### src/rtl/mdio_master_if.sv
// MDIO master register-block interface: start strobe, command word and
// MDC ratio toward the master; read data, completion pulse and busy back.
interface mdio_master_if #(
    parameter int FRAMEWIDTH = 32,
    parameter int RATIOWIDTH = 8
);
    logic                  stb_mdiostart;
    logic [FRAMEWIDTH-1:0] mdiodatatx;
    logic [RATIOWIDTH-1:0] mdioclk4ratio;
    logic [15:0]           mdiodatarx;
    logic                  mdiorxvalid;
    logic                  busy;

    modport master (
        output stb_mdiostart,
        output mdiodatatx,
        output mdioclk4ratio,
        input  mdiodatarx,
        input  mdiorxvalid,
        input  busy
    );

    modport slave (
        input  stb_mdiostart,
        input  mdiodatatx,
        input  mdioclk4ratio,
        output mdiodatarx,
        output mdiorxvalid,
        output busy
    );
endinterface

### src/rtl/mdio_master.sv
// Clause-22 MDIO master: preamble + 32-bit frame on MDC/MDIO, read capture.
// Ports: clk, reset_b (sync, active low), bus (slave modport), mdc, mdio_o/t/i.
module mdio_master #(
    parameter int FRAMEWIDTH = 32,
    parameter int PREAMBLE   = 32,
    parameter int RATIOWIDTH = 8
) (
    input  logic         clk,
    input  logic         reset_b,
    mdio_master_if.slave bus,
    output logic         mdc,
    output logic         mdio_o,
    output logic         mdio_t,
    input  logic         mdio_i
);
    localparam int BMAX = (PREAMBLE > FRAMEWIDTH) ? PREAMBLE : FRAMEWIDTH;
    localparam int BW   = $clog2(BMAX + 1);

    localparam logic [BW-1:0] PRE_LAST  = BW'(PREAMBLE - 1);
    localparam logic [BW-1:0] FRM_LAST  = BW'(FRAMEWIDTH - 1);
    // frame positions (counted from the msb) of the TA and data fields
    localparam logic [BW-1:0] TA_FIRST  = BW'(FRAMEWIDTH - 18);
    localparam logic [BW-1:0] DAT_FIRST = BW'(FRAMEWIDTH - 16);

    typedef enum logic [1:0] {IDLE, PRE, SHIFT, DONE} state_t;

    state_t                state_q, state_d;
    logic [RATIOWIDTH-1:0] cnt_q, cnt_d;
    logic [RATIOWIDTH-1:0] ratio_q, ratio_d;
    logic [BW-1:0]         bit_q, bit_d;
    logic [FRAMEWIDTH-1:0] frame_q, frame_d;
    logic                  rd_q, rd_d;
    logic                  mdc_q, mdc_d;
    logic [15:0]           sh_q, sh_d;
    logic [15:0]           rx_q, rx_d;
    logic                  wrap;

    always_ff @(posedge clk) begin
        if (!reset_b) begin
            state_q <= IDLE;
            cnt_q   <= '0;
            ratio_q <= '0;
            bit_q   <= '0;
            frame_q <= '0;
            rd_q    <= 1'b0;
            mdc_q   <= 1'b0;
            sh_q    <= '0;
            rx_q    <= '0;
        end else begin
            state_q <= state_d;
            cnt_q   <= cnt_d;
            ratio_q <= ratio_d;
            bit_q   <= bit_d;
            frame_q <= frame_d;
            rd_q    <= rd_d;
            mdc_q   <= mdc_d;
            sh_q    <= sh_d;
            rx_q    <= rx_d;
        end
    end

    assign wrap = (cnt_q == ratio_q);

    always_comb begin
        state_d = state_q;
        cnt_d   = cnt_q;
        ratio_d = ratio_q;
        bit_d   = bit_q;
        frame_d = frame_q;
        rd_d    = rd_q;
        mdc_d   = mdc_q;
        sh_d    = sh_q;
        rx_d    = rx_q;
        unique case (state_q)
            IDLE: begin
                mdc_d = 1'b0;
                cnt_d = '0;
                bit_d = '0;
                if (bus.stb_mdiostart) begin
                    frame_d = bus.mdiodatatx;
                    ratio_d = bus.mdioclk4ratio;
                    rd_d    = (bus.mdiodatatx[FRAMEWIDTH-3 -: 2] == 2'b10);
                    sh_d    = '0;
                    state_d = PRE;
                end
            end
            PRE, SHIFT: begin
                cnt_d = wrap ? '0 : cnt_q + 1'b1;
                if (wrap) begin
                    mdc_d = ~mdc_q;
                    if (!mdc_q) begin
                        // rising MDC: capture PHY data bits
                        if (state_q == SHIFT && rd_q &&
                            bit_q >= DAT_FIRST)
                            sh_d = {sh_q[14:0], mdio_i};
                    end else begin
                        // falling MDC: end of the bit period
                        bit_d = bit_q + 1'b1;
                        if (state_q == PRE) begin
                            if (bit_q == PRE_LAST) begin
                                bit_d   = '0;
                                state_d = SHIFT;
                            end
                        end else begin
                            frame_d = frame_q << 1;
                            if (bit_q == FRM_LAST) begin
                                rx_d    = rd_q ? sh_q : 16'h0;
                                state_d = DONE;
                            end
                        end
                    end
                end
            end
            DONE: begin
                mdc_d   = 1'b0;
                state_d = IDLE;
            end
        endcase
    end

    always_comb begin
        mdio_o = 1'b1;
        mdio_t = 1'b0;
        unique case (state_q)
            PRE:     mdio_t = 1'b1;
            SHIFT: begin
                mdio_o = frame_q[FRAMEWIDTH-1];
                mdio_t = !(rd_q && bit_q >= TA_FIRST);
            end
            default: ;
        endcase
    end

    assign mdc             = mdc_q;
    assign bus.busy        = (state_q == PRE) || (state_q == SHIFT);
    assign bus.mdiorxvalid = (state_q == DONE);
    assign bus.mdiodatarx  = rx_q;
endmodule

### src/flat_wrapper.sv
// flat-port wrapper written by rule: the top's interface ports become plain ports
module mdio_master_flat 
#(
    parameter int FRAMEWIDTH = 32,
    parameter int PREAMBLE   = 32,
    parameter int RATIOWIDTH = 8
)
  (clk, reset_b, mdc, mdio_o, mdio_t, mdio_i, bus_stb_mdiostart, bus_mdiodatatx, bus_mdioclk4ratio, bus_mdiodatarx, bus_mdiorxvalid, bus_busy);
  mdio_master_if #(.FRAMEWIDTH(FRAMEWIDTH), .RATIOWIDTH(RATIOWIDTH)) bus_i ();
  input  logic clk;
  input  logic reset_b;
  output logic mdc;
  output logic mdio_o;
  output logic mdio_t;
  input  logic mdio_i;
  input wire logic [$bits(bus_i.stb_mdiostart)-1:0] bus_stb_mdiostart;
  input wire logic [$bits(bus_i.mdiodatatx)-1:0] bus_mdiodatatx;
  input wire logic [$bits(bus_i.mdioclk4ratio)-1:0] bus_mdioclk4ratio;
  output wire logic [$bits(bus_i.mdiodatarx)-1:0] bus_mdiodatarx;
  output wire logic [$bits(bus_i.mdiorxvalid)-1:0] bus_mdiorxvalid;
  output wire logic [$bits(bus_i.busy)-1:0] bus_busy;
  assign bus_i.stb_mdiostart = bus_stb_mdiostart;
  assign bus_i.mdiodatatx = bus_mdiodatatx;
  assign bus_i.mdioclk4ratio = bus_mdioclk4ratio;
  assign bus_mdiodatarx = bus_i.mdiodatarx;
  assign bus_mdiorxvalid = bus_i.mdiorxvalid;
  assign bus_busy = bus_i.busy;
  mdio_master #(.FRAMEWIDTH(FRAMEWIDTH), .PREAMBLE(PREAMBLE), .RATIOWIDTH(RATIOWIDTH)) u_core (.clk(clk), .reset_b(reset_b), .bus(bus_i), .mdc(mdc), .mdio_o(mdio_o), .mdio_t(mdio_t), .mdio_i(mdio_i));
endmodule
### config.mk
export PLATFORM = sky130hd
export DESIGN_NAME = mdio_master_flat
export DESIGN_NICKNAME = d
export VERILOG_FILES = /design/src/rtl/mdio_master_if.sv /design/src/rtl/mdio_master.sv /design/src/flat_wrapper.sv
export SDC_FILE = /design/constraint.sdc
export NUM_CORES = 1
export LEC_CHECK = 0
export BUFFER_PORTS_ARGS = -buffer_cell sky130_fd_sc_hd__buf_2
export CAP_MARGIN = 20
export CELL_PAD_IN_SITES_DETAIL_PLACEMENT = 1
export CELL_PAD_IN_SITES_GLOBAL_PLACEMENT = 1
export CORE_MARGIN = 8
export CORE_UTILIZATION = 39
export CTS_CLUSTER_DIAMETER = 60
export DETAILED_ROUTE_END_ITERATION = 10
export GPL_TIMING_DRIVEN = 0
export PLACE_DENSITY = 0.75
export SLEW_MARGIN = 5
export SYNTH_ARGS = -nofsm -noshare
export SYNTH_HDL_FRONTEND = slang
export SYNTH_SLANG_ARGS = --single-unit
### constraint.sdc
create_clock -name clk -period 2.23 [get_ports clk]
set_clock_uncertainty 0.05 [all_clocks]
set_input_delay 0.223 -clock clk [delete_from_list [all_inputs] [get_ports clk]]
set_output_delay 0.223 -clock clk [all_outputs]
set_load 0.01 [all_outputs]
---- After elaboration in Yosys (flattened, before gate mapping) ----
Index checks and enable logic that the tools add are counted.
word-level totals
  register bits after elaboration ......... 90
  input bits .............................. 44
  output and inout port bits .............. 21
  word-level logic and storage cells ...... 72
cells by class
  add/subtract/negate cells ............... 2
  order comparisons ....................... 2
  equality and inequality tests ........... 13
  mux-type cells .......................... 29
  bitwise gates (word level) .............. 2
  reduce and logical (&&, ||, !) cells .... 15
operators with widths
  operator               number
  $mux W32               4
  $mux W16               5
  $pmux W32 S2           1
  $pmux W16 S2           1
  $mux W6                4
  $pmux W8 S2            1
  $reduce_and A5 Y1      3
  $mux W2                6
  $pmux W6 S2            1
  $add A8 B1 Y8 const B  1
  $eq A8 B8 Y1           1
  $mux W8                1
  $ne A2 B1 Y1 const B   4
  $add A6 B1 Y6 const B  1
  $eq A2 B2 Y1 const B   3
  $eq A6 B5 Y1 const B   1
  $ge A6 B4 Y1 const B   1
  $ge A6 B5 Y1 const B   1
  $ne A2 B2 Y1 const B   3
  $pmux W2 S3            1
  $pmux W1 S2            2
  $reduce_and A4 Y1      1
  $reduce_or A2 Y1       2
  $logic_and A1 B1 Y1    3
  9 further kinds        11

---- Depth between registers and ports, before layout ----
Gate-level depths: netlist of the first run.
  word-level depth ........................ 7
  gate-level depth with buffers ........... 9
  depth with buffers taken out ............ 7

---- Least setup slack after synthesis of the first run ----
OpenSTA, ideal clock, no wires.
  kind .................................... reg2reg
  start point ............................. reg u_core.state_q[0]
  end point ............................... reg u_core.frame_q[3]
  library setup time ...................... 0.116 ns
  arrival time ............................ 2.006 ns
  data required time ...................... 2.064 ns
  setup slack ............................. 0.058 ns
  cell stages (with the launch flop) ...... 8
  buffers on the path ..................... 2
  clock period less this slack ............ 2.172 ns
  cell sequence ........................... dfxtp_1 > inv_1 > ha_1 > clkbuf_1 > clkbuf_1 > mux2i_1 > o21ai_0 > o211a_1
on the way
  longest elaborated chain between the ends .. 4
  elaborated cells on any way between the ends .. 11
  those cells by class .................... eq/ne (6); mux (1); reduce/logical (4)
RTL lines
  item                                                   line                                  RTL
  from (decl)                                            mdio_master.sv:27                     state_t state_q, state_d;
  from (signal assigned)                                 mdio_master.sv:50                     state_q <= state_d;
  $eq A2 B1 Y1 / $eq A2 B2 Y1 (equally long branches)    mdio_master.sv:74, mdio_master.sv:99
  $reduce_or A2 Y1                                       mdio_master.sv:74                     unique case (state_q)
  $ne A2 B2 Y1 (no source line) (tied with other cells)  --
  $reduce_and A5 Y1 (no source line)                     --
  to (signal assigned)                                   mdio_master.sv:54                     frame_q <= frame_d;
  to (decl)                                              mdio_master.sv:31                     logic [FRAMEWIDTH-1:0] frame_q, frame_d;
Parallel ways exist; a longest one is shown, timed or not.
A chain may end at the register's enable or synchronous reset.

---- Final worst setup path of the first run ----
  start point ............................. reg u_core.cnt_q[2]
  end point ............................... reg u_core.frame_q[11]
on the way
  longest elaborated chain between the ends .. 3
RTL lines
  item                                line               RTL
  from (decl)                         mdio_master.sv:28  logic [RATIOWIDTH-1:0] cnt_q, cnt_d;
  from (signal assigned)              mdio_master.sv:51  cnt_q <= cnt_d;
  $eq A8 B8 Y1                        mdio_master.sv:62  assign wrap = (cnt_q == ratio_q);
  $ne A2 B1 Y1 (no source line)       --
  $reduce_and A5 Y1 (no source line)  --
No other way between the ends.

==> impl_metrics.env, run 1 <==
export IMPL_run_status="finished, final reports clean"
export IMPL_yosys_most_used_dff="dfxtp_1"
export IMPL_worst_ep_arrival_ns=2.33
export IMPL_critical_path_slowest_cell="dfxtp_1"
export IMPL_synth_cell_area_mm2=0.00423
export IMPL_synthesis_area_per_instance_um2=9.12
export IMPL_finalPower_mw=4.01
export IMPL_finalCritPeriodShare=0.954
export IMPL_grt_setup_unrepaired="no"
export IMPL_die_width_um=120
export IMPL_most_common_layout_cells="87 x dfxtp_1, 67 x buf_2, 62 x nand2_1, 50 x mux2i_1, 42 x o21ai_0"
export IMPL_clkSlewWorstSetupHoldPaths_ns=0.10
export IMPL_critical_path_top_delay_family="simple AND/OR/NAND/NOR gates"
export IMPL_critical_path_required_ns=2.44
export IMPL_postSynthNetCount=516
export IMPL_antenna_violating_nets_left=0
export IMPL_timing_setup_critical_path_class="flip-flop to flip-flop"
export IMPL_first_pass_iters=4
export IMPL_cts_sink_count=90
export IMPL_post_synth_num_cell_types=48
export IMPL_report_final_slew_viol_count=0
export IMPL_kind_of_start_point_of_the_critical_path="flip-flop"
export IMPL_cts_made_buffers=9
export IMPL_netlist_top_cells_area="dfxtp_1 43%, mux2i_1 12%, o211a_1 5.7%, nand2_1 5.5%, o21ai_0 5.0%"
export IMPL_timing_final_setup_violations=0
export IMPL_synth_enable_flop_cells=0
export IMPL_area_growth_from_synthesis_to_final_layout_pct=19.3
export IMPL_drt_drc_violations_left=0
export IMPL_path_buf_inv=3
export IMPL_ir_drop_mv=0.361
export IMPL_detail_route_vias_per_cell=5.35
export IMPL_cts_root_buf="clkbuf_8"
export IMPL_maxClockFrequency_mhz=470
export IMPL_design_core_area_mm2=0.0107
export IMPL_wl_um=11600
export IMPL_worstMarginPinSlew_ns=0.573
export IMPL_die_h_um=120
export IMPL_tns_ns=0
export IMPL_cpMostUsedCell="buf_4"
export IMPL_max_cap_violations=0
export IMPL_async_flop_share=0
export IMPL_final_hold_violation_count=0
export IMPL_synthCells=464
export IMPL_power_per_cell_area_mw_per_mm2=795
export IMPL_globalRouteOverflowTotal=0
export IMPL_slew_headroom=0.618
export IMPL_cp_end_kind="flip-flop"
export IMPL_hold_path_class="input port to flip-flop"
export IMPL_ys_ff_latch=90
export IMPL_cellLeakagePower_nw=2.19
export IMPL_dp_hpwl_um=8530
export IMPL_initial_utilization=0.395
export IMPL_post_route_min_period_ns=2.13
export IMPL_ios=65
export IMPL_pin_count_of_the_biggest_net_entering_global_routing=16
export IMPL_clock_tree_htree_level_count=3
export IMPL_globalplace_congestion=0.786
export IMPL_grt_pass1_wl_um=19200
export IMPL_synth_largest_area_cell="dfxtp_1"
export IMPL_port_buffer_cells=63
export IMPL_leading_cell_type_in_the_layout_fill_and_taps_excluded="dfxtp_1"
export IMPL_cts_tree="yes"
export IMPL_multi_input_area_mm2=0.00229
export IMPL_synth_warning_count=0
export IMPL_clock_latency_ns=0.36
export IMPL_worst_path_cell_chain="xor2_1 -> nor4_4 -> buf_4 -> and4_1 -> or2_1 -> buf_2 -> buf_4 -> o211a_1"
export IMPL_cts_hold_buf=0
export IMPL_cts_root_to_sink_buffers=2
export IMPL_grtUsageTotal=0.163
export IMPL_netlist_area_leader_share=0.426
export IMPL_layout_filler_cells=1283
export IMPL_nNetsFinal=596
export IMPL_antenna_violations_before_repair=0
export IMPL_crit_path_max_fanout=10
export IMPL_first_iter_violations=85
export IMPL_post_route_cells_drive_above_1_share=0.228
export IMPL_seq_area_frac_synth=0.426
export IMPL_routed_length_per_instance_um=16.9
export IMPL_antennaDiodeCount=0
export IMPL_grt_pass1_vias=3906
export IMPL_sequential_cell_area_mm2=0.00181
export IMPL_rows=38
export IMPL_fp_dieArea_mm2=0.0144
export IMPL_slowest_delay_ns=0.42
export IMPL_vias=3688
flip-flops by register name, indices dropped and copies added (netlist names):
| register | flops |
|---|---|
| u_core.bus.mdiodatarx | 16 |
| u_core.state_q | 2 |
| u_core.bit_q | 6 |
| u_core.cnt_q | 8 |
| u_core.ratio_q | 8 |
| u_core.mdc | 1 |
| u_core.frame_q | 32 |
| u_core.sh_q | 16 |
| u_core.rd_q | 1 |
per-stage QoR:
step / hold slack [ns] / std cells / setup slack, ns / utilization / area, um^2
floorplan: 0.303 / 464 / 0.0578 / - / 4230
global placement: 0.390 / 667 / -0.348 / 0.441 / 4720
detailed placement: 0.395 / 667 / -0.411 / 0.441 / 4720
CTS: 0.0300 / 688 / 0.0290 / 0.467 / 5000
global route: 0.0242 / 689 / 0.00190 / 0.472 / 5040
finish: 0.0328 / 689 / 0.103 / 0.472 / 5040
worst paths after layout:
check                                          from  slack (ns)  cells past startpoint                                      to
max                    u_core.cnt_q[2]$_SDFFE_PN0P_        0.10                      8         u_core.frame_q[11]$_SDFFE_PN0P_
max reg2reg            u_core.cnt_q[2]$_SDFFE_PN0P_        0.10                      8         u_core.frame_q[11]$_SDFFE_PN0P_
min                                          mdio_i        0.03                      3             u_core.sh_q[0]$_SDFFE_PN0P_
min reg2reg  u_core.bus.mdiodatarx[11]$_SDFFE_PN0P_        0.41                      2  u_core.bus.mdiodatarx[11]$_SDFFE_PN0P_
worst reg2reg max path, cell delays in order (launching register included):
cell and delay (ns):
dfxtp_1 0.42, xor2_1 0.31, nor4_4 0.08, buf_4 0.18
and4_1 0.23, or2_1 0.22, buf_2 0.15, buf_4 0.17
o211a_1 0.21
cell usage after synthesis, types with 2 or more instances:
cell type  number
a211oi_1        8
a21oi_1        13
and2_1          4
and3_1          5
and4_1          3
buf_1           2
buf_2           4
buf_4           3
clkbuf_1       27
dfxtp_1        90
ha_1            8
inv_1           5
mux2i_1        50
nand2_1        62
nand2b_1        3
nand3_1        38
nand3b_1        2
nand4b_1        2
nor2_1         11
nor2b_1         3
nor3_1         10
nor3b_1         4
nor4_1          2
nor4_4          2
o211a_1        24
o21ai_0        42
o41ai_1         2
or3b_1          2
xnor2_1         6
xor2_1          9
cell families after synthesis:
logic type      count (synthesis)  share of synthesized area
simple gates                  162                      0.202
compound gates                 96                      0.154
flops                          90                      0.426
mux                            51                      0.121
buf+inv                        42                     0.0429
xor+xnor                       15                     0.0311
fa+ha+maj                       8                     0.0237
per-layer routing:
layer,vias to the layer above,wire (um),GRT usage
li1,1815,-,-
met1,1788,5210,0.196
met2,74,5720,0.279
met3,11,563,0.0380
met4,0,132,0.0585
met5,-,0,0
repair_timing:
action / CTS / global route
pin swaps: 2 / 2
setup endpoints to repair: 64 / 68
buffers inserted: 5 / 1
gates resized for setup: 20 / 19
power breakdown:
| part | leakage [nW] | internal, mW | switching (mW) |
|---|---|---|---|
| registers | 0.734 | 1.76 | 0.0976 |
| clock network | 0.0882 | 0.436 | 0.603 |
| logic | 1.37 | 0.512 | 0.601 |
| total | 2.19 | 2.71 | 1.30 |
cell type report:
class	count	share of cell area
Tap cell	140	0.0347
Timing Repair Buffer	69	0.0739
Multi-Input combinational cell	332	0.454
Sequential cell	90	0.358
Buffer	37	0.0397
Clock buffer	10	0.0273
Clock inverter	6	0.00843
Inverter	5	0.00372
Power figures use the tool's default switching activity.
==> inputs of run 2 (changes only) <==
--- a/config.mk
+++ b/config.mk
@@ -5,16 +5,17 @@
 export SDC_FILE = /design/constraint.sdc
 export NUM_CORES = 1
 export LEC_CHECK = 0
+export ABC_AREA = 1
 export BUFFER_PORTS_ARGS = -buffer_cell sky130_fd_sc_hd__buf_2
 export CAP_MARGIN = 20
 export CELL_PAD_IN_SITES_DETAIL_PLACEMENT = 1
 export CELL_PAD_IN_SITES_GLOBAL_PLACEMENT = 1
 export CORE_MARGIN = 8
-export CORE_UTILIZATION = 39
+export CORE_UTILIZATION = 40
 export CTS_CLUSTER_DIAMETER = 60
 export DETAILED_ROUTE_END_ITERATION = 10
 export GPL_TIMING_DRIVEN = 0
-export PLACE_DENSITY = 0.75
+export PLACE_DENSITY = 0.78
 export SLEW_MARGIN = 5
 export SYNTH_ARGS = -nofsm -noshare
 export SYNTH_HDL_FRONTEND = slang
==> constraint.sdc (replaced) <==
create_clock -name clk -period 2.2 [get_ports clk]
set_clock_uncertainty 0.05 [all_clocks]
set_input_delay 0.22 -clock clk [delete_from_list [all_inputs] [get_ports clk]]
set_output_delay 0.22 -clock clk [all_outputs]
set_load 0.01 [all_outputs]
==> impl_metrics.env, run 2 <==
export IMPL_run_status="finished, final reports clean"
export IMPL_synth_top_cells_by_count="220 x nand2_1, 109 x nor2_1, 104 x inv_1, 90 x dfxtp_1, 40 x o21ai_0"
export IMPL_final_hold_violation_count=0
export IMPL_wl_um=13000
export IMPL_seq_area_frac_synth=0.394
export IMPL_grt_pass1_vias=4838
export IMPL_postSynthNetCount=767
export IMPL_layout_filler_cells=1588
export IMPL_antenna_violating_nets_left=0
export IMPL_drt_drc_violations_left=0
export IMPL_rr_startpoint="u_core.state_q[1]$_SDFFE_PN0P_"
export IMPL_most_common_layout_cells="220 x nand2_1, 108 x nor2_1, 104 x inv_1, 88 x dfxtp_1, 73 x buf_2"
export IMPL_post_route_cell_area_mm2=0.00539
export IMPL_post_synth_num_cell_types=29
export IMPL_timing_setup_critical_path_class="flip-flop to output pin"
export IMPL_kind_of_start_point_of_the_critical_path="flip-flop"
export IMPL_max_flop_register="u_core.frame_q"
export IMPL_die_width_um=123
export IMPL_holdPathEnd="u_core.frame_q[0]$_SDFFE_PN0P_"
export IMPL_grtUsageTotal=0.184
export IMPL_ios=65
export IMPL_tns_ns=0
export IMPL_synthCells=715
export IMPL_pin_count_of_the_biggest_net_entering_global_routing=14
export IMPL_crit_path_max_fanout=10
export IMPL_area_growth_from_synthesis_to_final_layout_pct=17.7
export IMPL_rows=39
export IMPL_rr_worst_depth=9
export IMPL_final_setup_worst_slack_ns=0.0873
export IMPL_netlist_area_leader_share=0.394
export IMPL_p_comb_frac=0.406
export IMPL_final_util=0.478
export IMPL_synth_enable_flop_cells=0
export IMPL_post_synth_top_count_cell="nand2_1"
export IMPL_initial_utilization=0.406
export IMPL_synth_warning_count=0
export IMPL_cellLeakagePower_nw=2.68
export IMPL_clkSlewWorstSetupHoldPaths_ns=0.06
export IMPL_design_core_area_mm2=0.0113
export IMPL_place_worst_setup_slack_ns=-0.0454
export IMPL_clock_latency_ns=0.35
export IMPL_fp_dieArea_mm2=0.0151
export IMPL_vias=4488
export IMPL_port_buffer_cells=63
export IMPL_internal_power_mw=3.84
export IMPL_cts_hold_buf=0
export IMPL_ys_ff_latch=90
export IMPL_synth_largest_area_cell="dfxtp_1"
export IMPL_multi_input_area_mm2=0.00220
export IMPL_dp_hpwl_um=9790
export IMPL_clock_tree_htree_level_count=3
export IMPL_report_final_slew_viol_count=0
export IMPL_cts_root_buf="clkbuf_16"
export IMPL_timing_final_setup_violations=0
export IMPL_first_iter_violations=143
export IMPL_postPlaceCellArea_mm2=0.00507
export IMPL_worst_hold_path_num_cells=3
export IMPL_r2r_setup_slack_ns=0.14
export IMPL_post_route_cells_drive_above_1_share=0.142
export IMPL_synthesis_area_per_instance_um2=6.40
export IMPL_max_cap_violations=0
export IMPL_regToRegEndpoint="u_core.frame_q[23]$_SDFFE_PN0P_"
export IMPL_leading_cell_type_in_the_layout_fill_and_taps_excluded="nand2_1"
export IMPL_finalCritPeriodShare=0.960
export IMPL_slew_headroom=0.591
export IMPL_antenna_violations_before_repair=0
export IMPL_netlist_top_cells_area="dfxtp_1 39%, nand2_1 18%, nor2_1 8.9%, inv_1 8.5%, o21ai_0 4.4%"
export IMPL_hold_worst_slack_ns=0.111
export IMPL_cts_root_to_sink_buffers=2
export IMPL_hold_path_class="input port to flip-flop"
export IMPL_switching_power_mw=2.59
export IMPL_post_route_min_period_ns=2.11
export IMPL_antennaDiodeCount=0
export IMPL_globalRouteOverflowTotal=0
export IMPL_worst_ep_arrival_ns=1.84
export IMPL_power_per_cell_area_mw_per_mm2=1190
export IMPL_cts_made_buffers=9
export IMPL_maxClockFrequency_mhz=473
export IMPL_sw_share=0.403
export IMPL_power_sequential_fraction=0.354
export IMPL_p_clk_frac=0.240
export IMPL_hold_path_startpoint="bus_mdiodatatx[0]"
export IMPL_critical_path_required_ns=1.93
export IMPL_synth_cell_area_mm2=0.00458
export IMPL_largest_register_ff_count=32
export IMPL_grt_pass1_wl_um=22300
export IMPL_async_flop_share=0
export IMPL_die_h_um=123
export IMPL_first_pass_iters=4
export IMPL_cp_end_kind="output pin"
export IMPL_worstMarginPinSlew_ns=0.614
export IMPL_nNetsFinal=842
export IMPL_cts_tree="yes"
export IMPL_routed_length_per_instance_um=13.9
export IMPL_ir_drop_mv=0.531
export IMPL_detail_route_vias_per_cell=4.79
export IMPL_globalplace_congestion=0.819
export IMPL_sequential_cell_area_mm2=0.00180
export IMPL_cts_sink_count=90
export IMPL_yosys_most_used_dff="dfxtp_1"
==> run 2: changes by cell type in the layout (fill, tap and decap cells not counted), moves of 10 or more <==
cell      before  now
a21oi_1       13   37
clkbuf_8      11    1
inv_1          5  104
mux2i_1       50    0
nand2_1       62  220
nand3_1       38   28
nand4_1        1   16
nor2_1         9  108
o211a_1       24    0
==> run 2: kinds of logic after synthesis <==
family,after synthesis,synth area share
compound gates,78,0.0861
xor+xnor,11,0.0210
fa+ha+maj,8,0.0219
buf+inv,141,0.128
flops,90,0.394
simple gates,387,0.349
==> run 2: worst max path at each step <==
stage / end / slack [ns] / from
6_report: mdio_t / 0.09 / u_core.state_q[0]$_SDFFE_PN0P_
5_1_grt: u_core.frame_q[4]$_SDFFE_PN0P_ / -0.003 / u_core.state_q[1]$_SDFFE_PN0P_
4_1_cts: mdio_t / 0.04 / u_core.state_q[0]$_SDFFE_PN0P_
3_5_place_dp: u_core.frame_q[12]$_SDFFE_PN0P_ / -0.05 / u_core.state_q[1]$_SDFFE_PN0P_
3_3_place_gp: mdio_t / 0.05 / u_core.state_q[1]$_SDFFE_PN0P_
2_1_floorplan: u_core.frame_q[10]$_SDFFE_PN0P_ / 0.29 / u_core.state_q[0]$_SDFFE_PN0P_
==> run 2: worst max-delay path, cell delays in order (launching register included) <==
cell and delay [ns]:
dfxtp_2 0.36, inv_1 0.10, ha_4 0.27, buf_4 0.17, buf_4 0.19, a31o_2 0.26, buf_2 0.14
==> run 2: power groups by stage <==
stage / Clock, mW / Combinational, mW / Sequential, mW
2_1_floorplan: 0 / 1.92 / 2.25
3_3_place_gp: 0 / 2.43 / 2.29
3_5_place_dp: 0 / 2.58 / 2.31
4_1_cts: 1.59 / 2.64 / 2.28
5_1_grt: 1.66 / 3.02 / 2.33
6_report: 1.54 / 2.61 / 2.28
==> run 2: layout make-up <==
| cell class | instances | share of cell area |
|---|---|---|
| well taps | 143 | 0.0332 |
| clock inverters | 3 | 0.00743 |
| inverters | 106 | 0.0738 |
| flip-flops and latches | 90 | 0.335 |
| multi-input cells | 484 | 0.409 |
| plain buffers | 35 | 0.0360 |
| clock buffers | 12 | 0.0457 |
| repair buffers | 64 | 0.0599 |
==> run 2: through the flow <==
step                      cells  power (mW)
after CTS                   936        6.50
after floorplan             715        4.17
after global routing        937        7.01
after global placement      921        4.72
final                       937        6.43
after detailed placement    921        4.89
==> run 2: metal layers <==
layer / part of all wire / global-route usage
met1: 0.44 / 0.213
met2: 0.50 / 0.328
met3: 0.035 / 0.0324
met4: 0.017 / 0.0745
met5: 0 / 0
==> run 2: timing repair <==
item | CTS | global route
buffers inserted | 0 | 1
endpoints found under the setup margin | 36 | 11
gates resized for setup | 5 | 4
pin swaps | 0 | 1
==> inputs of run 3 (changes only) <==
--- a/config.mk
+++ b/config.mk
@@ -6,16 +6,16 @@
 export NUM_CORES = 1
 export LEC_CHECK = 0
 export ABC_AREA = 1
-export BUFFER_PORTS_ARGS = -buffer_cell sky130_fd_sc_hd__buf_2
+export BUFFER_PORTS_ARGS = -buffer_cell sky130_fd_sc_hd__clkbuf_2
 export CAP_MARGIN = 20
 export CELL_PAD_IN_SITES_DETAIL_PLACEMENT = 1
 export CELL_PAD_IN_SITES_GLOBAL_PLACEMENT = 1
 export CORE_MARGIN = 8
-export CORE_UTILIZATION = 40
+export CORE_UTILIZATION = 43
 export CTS_CLUSTER_DIAMETER = 60
 export DETAILED_ROUTE_END_ITERATION = 10
 export GPL_TIMING_DRIVEN = 0
-export PLACE_DENSITY = 0.78
+export PLACE_DENSITY = 0.84
 export SLEW_MARGIN = 5
 export SYNTH_ARGS = -nofsm -noshare
 export SYNTH_HDL_FRONTEND = slang
==> constraint.sdc (replaced) <==
create_clock -name clk -period 2.7 [get_ports clk]
set_clock_uncertainty 0.05 [all_clocks]
set_input_delay 0.27 -clock clk [delete_from_list [all_inputs] [get_ports clk]]
set_output_delay 0.27 -clock clk [all_outputs]
set_load 0.01 [all_outputs]
==> impl_metrics.env, run 3 (synthesis results as in run 2) <==
export IMPL_run_status="finished, final reports clean"
export IMPL_clock_latency_ns=0.37
export IMPL_grt_pass1_vias=4815
export IMPL_final_hold_violation_count=0
export IMPL_die_width_um=119
export IMPL_clkSlewWorstSetupHoldPaths_ns=0.09
export IMPL_post_route_min_period_ns=2.34
export IMPL_cts_sink_count=90
export IMPL_kind_of_start_point_of_the_critical_path="flip-flop"
export IMPL_cts_setup_buffers=0
export IMPL_post_route_cells_drive_above_1_share=0.137
export IMPL_rows=37
export IMPL_drt_drc_violations_left=0
export IMPL_wl_um=13200
export IMPL_vias=4551
export IMPL_cts_tree="yes"
export IMPL_fp_dieArea_mm2=0.0142
export IMPL_grt_setup_unrepaired="no"
export IMPL_die_h_um=119
export IMPL_maxClockFrequency_mhz=427
export IMPL_routed_length_per_instance_um=14.2
export IMPL_numPlacedInstances=914
export IMPL_cellLeakagePower_nw=2.63
export IMPL_finalCritPeriodShare=0.867
export IMPL_grt_pass1_wl_um=22600
export IMPL_tns_ns=0
export IMPL_timing_final_setup_violations=0
export IMPL_worst_ep_arrival_ns=2.56
export IMPL_worstMarginPinSlew_ns=0.635
export IMPL_max_cap_violations=0
export IMPL_nNetsFinal=840
export IMPL_globalRouteOverflowTotal=0
export IMPL_worst_hold_path_num_cells=3
export IMPL_detail_route_vias_per_cell=4.90
export IMPL_cts_made_buffers=9
export IMPL_area_growth_from_synthesis_to_final_layout_pct=15.5
export IMPL_antenna_violations_before_repair=0
export IMPL_dp_hpwl_um=9810
export IMPL_met2WireLength_um=6670
export IMPL_first_pass_iters=4
export IMPL_route_top_layer_used="met4"
export IMPL_slew_headroom=0.577
export IMPL_final_cell_count_no_fill=929
export IMPL_layout_filler_cells=1455
export IMPL_most_common_layout_cells="220 x nand2_1, 109 x nor2_1, 104 x inv_1, 90 x dfxtp_1, 63 x clkbuf_2"
export IMPL_cts_hold_buf=0
export IMPL_ir_drop_mv=0.420
export IMPL_leading_cell_type_in_the_layout_fill_and_taps_excluded="nand2_1"
export IMPL_rr_worst_depth=9
export IMPL_first_iter_violations=173
export IMPL_grtUsageTotal=0.192
export IMPL_ios=65
export IMPL_largest_register_ff_count=32
export IMPL_critical_path_required_ns=2.92
export IMPL_crit_path_max_fanout=19
export IMPL_port_buffer_cells=63
export IMPL_report_final_slew_viol_count=0
export IMPL_initial_utilization=0.443
export IMPL_pin_count_of_the_biggest_net_entering_global_routing=16
export IMPL_met1_length_um=5870
export IMPL_hold_path_class="input port to flip-flop"
export IMPL_cts_repair_resize_count=0
export IMPL_antenna_violating_nets_left=0
export IMPL_route_met3_wl_um=443
export IMPL_power_per_cell_area_mw_per_mm2=949
export IMPL_cts_root_buf="clkbuf_8"
export IMPL_cp_end_kind="flip-flop"
export IMPL_design_core_area_mm2=0.0103
export IMPL_antennaDiodeCount=0
export IMPL_globalplace_congestion=0.844
export IMPL_cts_root_to_sink_buffers=2
export IMPL_max_flop_register="u_core.frame_q"
export IMPL_timing_setup_critical_path_class="flip-flop to flip-flop"
export IMPL_clock_tree_htree_level_count=3
-- run 3: cell count changes in the layout (fill, tap and decap cells not counted), moves of 2 or more --
cell	previous run	this run
clkbuf_16	9	0
buf_2	73	10
clkbuf_2	1	63
dfxtp_1	88	90
clkinv_4	0	2
clkbuf_8	1	10
dfxtp_2	2	0
buf_4	6	4
-- run 3: worst paths after layout --
path / startpoint / endpoint / slack [ns]
worst max-delay path: u_core.state_q[1]$_SDFFE_PN0P_ / u_core.frame_q[31]$_SDFFE_PN0P_ / 0.36
worst max register to register: u_core.state_q[1]$_SDFFE_PN0P_ / u_core.frame_q[31]$_SDFFE_PN0P_ / 0.36
worst min register to register: u_core.bus.mdiodatarx[4]$_SDFFE_PN0P_ / u_core.bus.mdiodatarx[4]$_SDFFE_PN0P_ / 0.39
worst min-delay path: bus_mdioclk4ratio[2] / u_core.ratio_q[2]$_SDFFE_PN0P_ / 0.1
-- run 3: report_power, final --
part           switching (mW)  leakage (nW)  internal (mW)
Clock                   0.518         0.112          0.548
Sequential              0.163         0.737           1.69
Combinational            1.43          1.78          0.672
Total                    2.11          2.63           2.91
-- run 3: routing by layer --
metal,track usage,vias to the layer above
met5,0,-
met4,0.0759,0
met3,0.0373,16
met2,0.348,59
met1,0.216,2165
li1,-,2311
-- run 3: area by class of cell --
cell class	count	area (um^2)	share of cell area
inverter	106	398	0.0752
sequential	90	1800	0.341
clock buffer	10	138	0.0260
multi-input combinational	484	2190	0.414
clock inverter	6	90.1	0.0170
tap	136	170	0.0322
buffer	34	185	0.0350
timing repair buffer	63	315	0.0596
-- run 3: critical path: stages, from the launching register on --
cell,delay [ns]
dfxtp_1,0.42
inv_1,0.09
ha_1,0.37
buf_4,0.28
nor2_1,0.12
nor3_2,0.30
nand3_4,0.18
buf_2,0.23
nor2_1,0.14
nor2_1,0.06
-- run 3: metrics by stage --
stage	power, mW	worst slack, ns	hold slack, ns	area, um^2	util
after floorplan	3.39	0.794	0.380	4580	-
after global placement	3.83	0.511	0.377	5060	0.490
after detailed placement	3.97	0.430	0.382	5060	0.490
after CTS	5.05	0.0149	0.0895	5290	0.513
after global routing	5.46	0.173	0.137	5290	0.512
final	5.02	0.358	0.0994	5290	0.512
